### config.mk
export PLATFORM = sky130hd
export DESIGN_NAME = word_serializer
export DESIGN_NICKNAME = d
export VERILOG_FILES = /design/src/rtl/word_serializer.sv
export SDC_FILE = /design/constraint.sdc
export NUM_CORES = 1
export LEC_CHECK = 0
export BUFFER_PORTS_ARGS = -buffer_cell sky130_fd_sc_hd__buf_2
export CORE_MARGIN = 2
export CORE_UTILIZATION = 50
export CTS_CLUSTER_SIZE = 16
export DETAILED_ROUTE_END_ITERATION = 10
export PLACE_DENSITY = 0.76
export SYNTH_ARGS = -nofsm -noshare
export SYNTH_HDL_FRONTEND = slang
export SYNTH_SLANG_ARGS = --single-unit
### constraint.sdc
create_clock -name clk -period 2.4 [get_ports clk]
set_input_delay 0.48 -clock clk [delete_from_list [all_inputs] [get_ports clk]]
set_output_delay 0.48 -clock clk [all_outputs]
set_load 0.05 [all_outputs]
### src/rtl/word_serializer.sv
// word_serializer: accepts 32-bit words over a valid/ready handshake and
// emits them as four bytes over a second valid/ready handshake. MSB_FIRST
// selects byte order. A new word can be accepted on the same edge as the
// final byte of the current word, so words stream with no idle cycle.
module word_serializer #(
  parameter int unsigned MSB_FIRST = 0
) (
  input  logic        clk,
  input  logic        rst,
  input  logic [31:0] in_data,
  input  logic        in_valid,
  output logic        in_ready,
  output logic [7:0]  out_byte,
  output logic        out_valid,
  input  logic        out_ready,
  output logic        out_last,
  output logic        busy,
  output logic [15:0] word_count
);

  typedef enum logic {
    IDLE = 1'b0,
    SEND = 1'b1
  } state_t;

  state_t      state_q, state_d;
  logic [31:0] hold_q, hold_d;
  logic [1:0]  idx_q, idx_d;
  logic [15:0] word_count_q, word_count_d;

  logic [1:0]  byte_sel;
  logic        accept;
  logic        xfer;

  // Output decode: handshake flags and the byte picked out of the held word.
  always_comb begin
    out_valid = 1'b0;
    busy      = 1'b0;
    out_last  = 1'b0;
    out_byte  = 8'h00;
    in_ready  = 1'b0;
    byte_sel  = (MSB_FIRST != 0) ? (2'd3 - idx_q) : idx_q;

    if (state_q == SEND) begin
      out_valid = 1'b1;
      busy      = 1'b1;
      out_last  = (idx_q == 2'd3);
      case (byte_sel)
        2'd0:    out_byte = hold_q[7:0];
        2'd1:    out_byte = hold_q[15:8];
        2'd2:    out_byte = hold_q[23:16];
        default: out_byte = hold_q[31:24];
      endcase
    end

    // in_ready is held low while reset is asserted; in SEND it opens only
    // on the edge that retires the last byte, giving back-to-back words.
    if (rst) begin
      if (state_q == IDLE) begin
        in_ready = 1'b1;
      end else begin
        in_ready = out_last && out_ready;
      end
    end

    accept = in_valid && in_ready;
    xfer   = out_valid && out_ready;
  end

  // Next-state: load on accept, advance the byte index on each transfer,
  // count a word when its last byte leaves.
  always_comb begin
    state_d      = state_q;
    hold_d       = hold_q;
    idx_d        = idx_q;
    word_count_d = word_count_q;

    if (xfer && out_last) begin
      word_count_d = word_count_q + 16'd1;
    end

    if (accept) begin
      hold_d  = in_data;
      idx_d   = 2'd0;
      state_d = SEND;
    end else if (xfer) begin
      idx_d = idx_q + 2'd1;
      if (out_last) begin
        state_d = IDLE;
      end
    end
  end

  // State register; asynchronous active-low reset clears everything so a
  // partial word is dropped and outputs go to zero immediately.
  always_ff @(posedge clk or negedge rst) begin
    if (!rst) begin
      state_q      <= IDLE;
      hold_q       <= 32'h0000_0000;
      idx_q        <= 2'd0;
      word_count_q <= 16'h0000;
    end else begin
      state_q      <= state_d;
      hold_q       <= hold_d;
      idx_q        <= idx_d;
      word_count_q <= word_count_d;
    end
  end

  assign word_count = word_count_q;

endmodule

==> impl_metrics.csv <==
group,metric,value,unit
status,status,"finished, final reports clean",
setup_path,cp.required,1.92,ns
clocking,clock_sinks,51,
clocking,cts_tree,"yes",
global_routing,antenna_found_initial,0,
route,firstDrtPassIters,4,
setup_path,cp_top_family,"compound AO/OA/AOI/OAI gates",
power,leakagePower,1.37,nW
setup_path,crit_chain,"inv_2 -> ha_4 -> a222oi_1 -> o21ai_0 -> and2_1 -> buf_2",
setup_path,slowest_stage,"dfrtp_2",
yosys,synth_cell_types,26,
route,ant_nets,0,
place,dp_hpwl,3.40,mm
timing,timing.fmax,433,MHz
route,drtIter0Drc,85,
final_layout,syn2layout_area_growth,21.7,%
timing,hold_violations,0,
route,wl_per_cell,15.1,microns
min_path,holdCritPathClass,"primary input to register",
setup_path,crit_arrival,1.83,ns
setup_path,cp-start-kind,"register",
yosys,synth.avg_cell_area,12.5,sq um
timing,fin_ws,0.0926,ns
place,gp_congestion,0.827,
global_routing,grt_pass1_vias,1552,
place,dp_slack,0.215,ns
setup_path,crit_buf_inv,2,
yosys,syn-instance-count,187,
floorplan,die-area,0.00522,sq mm
yosys,ys_warn_count,0,
power,ir_drop,0.000596,V
floorplan,fp-row-count,24,
yosys,yosys_register_bits,51,
route,vias_per_cell,5.49,
yosys,yosysSeqAreaShare,54.8,%
floorplan,ios,64,
global_routing,grt_pass1_wl,7.48,mm
timing,report.final.slew_viol_count,0,
place,dp.cells,294,
timing,rsz0062_at_grt,"true",
route,drc,0,
clocking,htree_levels,2,
setup_path,crit_type,"register to output pin",
route,finalWirelength,4.61,mm
global_routing,overflow,0,
route,vias,1681,
clocking,cts_buffers,5,
final_layout,regArea,0.00128,sq mm
place,placed_area,0.00267,sq mm
floorplan,core,0.00441,sq mm
global_routing,grt_start_max_net_pins,48,
timing,finalCriticalPeriod,2.31,ns
clocking,clk_path_buf_depth,2,
clocking,cts_root_buf,"clkbuf_8",
timing,worst_pin_slew,0.584,ns
final_layout,final_cell_area,0.00284,sq mm
flow_run,max-cap-violations,0,
power,power_density,1280,mW/mm^2
place,io_buffers,63,
yosys,synthesis.area,0.00233,sq mm
floorplan,die_h,72.3,microns
power,fin_total_pwr,0.00364,W
final_layout,final_util,64.3,%
floorplan,initial_utilization,52.8,%
timing,slew_headroom,61.1,%
final_layout,drive_gt1_share,46.5,%
clocking,insertion_delay,0.30,ns
final_layout,nets,295,
timing,setup_viol_count_final,0,
setup_path,cp_max_fo,8,
floorplan,die_w,72.3,microns
final_layout,nFillCells,350,
yosys,synthesis.nets,229,
global_routing,grt_use_total,18.9,%
timing,final.setup_skew,0.00362,ns
clocking,path_clk_slew,0.08,ns
timing,period_share,96.1,%
setup_path,end_kind,"output pin",
setup_path,critPathMaxStageDelay,0.44,ns
final_layout,stdcell_count,306,
final_layout,multiInputGateArea,0.00102,sq mm
final_layout,antennaDiodeCount,0,
-- state kept, by name (all words and copies together), names as in the netlist --
name,cells
hold_q,32
word_count,16
state_q,1
byte_sel,2
-- report_power, final --
part           internal [W]  switching, W
combinational      0.000701       0.00104
clock              0.000204      0.000267
sequential          0.00119      0.000246
-- worst register-to-register path: stages (launching register included) --
cell and delay [ns]:
dfrtp_1 0.42, buf_4 0.15, ha_1 0.24, nand2_1 0.07
nand2_1 0.08, nand3_1 0.12, buf_4 0.38, mux2_2 0.40
-- per-stage QoR --
stage	setup TNS, ns	hold WS (ns)
global placement	0	0.316
floorplan	0	0.184
finish	0	0.386
CTS	0	0.370
detailed placement	0	0.316
global route	-0.185	0.386
-- cell type report --
| class | count | area share [%] |
|---|---|---|
| Sequential cell | 51 | 45.0 |
| Multi-Input combinational cell | 120 | 35.9 |
| Clock buffer | 6 | 2.56 |
| Clock inverter | 2 | 0.441 |
| Timing Repair Buffer | 69 | 13.0 |
| Inverter | 6 | 0.794 |
| Tap cell | 52 | 2.29 |
-- Yosys cell counts --
| cell | instances | area (sq um) |
|---|---|---|
| mux2_2 | 33 | 372 |
| nand2_2 | 1 | 6.26 |
| clkbuf_1 | 3 | 11.3 |
| or4_4 | 1 | 11.3 |
| ha_1 | 6 | 75.1 |
| o21ai_0 | 8 | 40.0 |
| mux2i_1 | 1 | 10.0 |
| nor3_1 | 1 | 5.00 |
| nand4_1 | 3 | 18.8 |
| dfrtp_1 | 51 | 1280 |
| nand2_1 | 15 | 56.3 |
| buf_1 | 1 | 3.75 |
| a222oi_1 | 8 | 80.1 |
| buf_6 | 1 | 11.3 |
| buf_4 | 1 | 7.51 |
| and2_1 | 10 | 62.6 |
| buf_2 | 4 | 20.0 |
| xnor2_1 | 11 | 96.3 |
| a21oi_1 | 2 | 10.0 |
| nor2_1 | 5 | 18.8 |
| nor4_4 | 1 | 21.3 |
| and3_1 | 2 | 12.5 |
| inv_1 | 6 | 22.5 |
| xor2_1 | 5 | 43.8 |
| nand3_1 | 6 | 30.0 |
| and4_1 | 1 | 8.76 |
-- cells in the final DEF (no fill, tap or decap), types with 3 or more instances in the layout --
| cell | count |
|---|---|
| a222oi_1 | 8 |
| and2_1 | 10 |
| buf_2 | 62 |
| buf_4 | 5 |
| clkbuf_8 | 5 |
| dfrtp_1 | 50 |
| ha_4 | 3 |
| inv_1 | 4 |
| mux2_2 | 33 |
| nand2_1 | 15 |
| nand3_1 | 6 |
| nand4_1 | 3 |
| nor2_1 | 5 |
| o21ai_0 | 5 |
| o21ai_1 | 3 |
| xnor2_1 | 11 |
| xor2_1 | 5 |
-- worst paths after layout --
path | startpoint | to | slack, ns | cells after the start
worst max register to register | byte_sel[0] | hold_q[17] | 0.44 | 7
max in group asynchronous | rst | hold_q[17] | 1.06 | 3
worst max-delay path | byte_sel[1] | out_byte[2] | 0.09 | 6
min in group asynchronous | rst | byte_sel[0] | 0.54 | 2
worst min register to register | word_count[15] | word_count[15] | 0.48 | 1
worst min-delay path | in_valid | byte_sel[1] | 0.39 | 2
-- logic make-up (layout without fill, tap and decap cells) --
family                   after synthesis  in the layout  synth area share (%)
AND/OR/NAND/NOR                       46             46                  10.8
adder cells (fa/ha/maj)                6              6                  3.22
multiplexers                          34             34                  16.4
buffers and inverters                 16             83                  3.27
flip-flops                            51             51                  54.8
XOR/XNOR                              16             16                  6.01
AO/OA/AOI/OAI                         18             18                  5.58
-- metal layers --
metal / GRT usage [%] / vias to the layer above / part of all wire, %
met5: 0 / - / 0
met4: 6.92 / 0 / 1.3
met3: 4.72 / 7 / 6.2
met2: 29.2 / 52 / 47
met1: 26.0 / 827 / 46
li1: - / 795 / -
-- repair_timing --
action                                  in CTS  in global routing
gates resized for setup                      4                 12
endpoints found under the setup margin       8                  8
hold endpoints to repair                     4                  0
pin swaps                                    0                  2
setup buffers                                1                  2
hold buffers                                 1                  0
(Power assumes the default switching activity.)
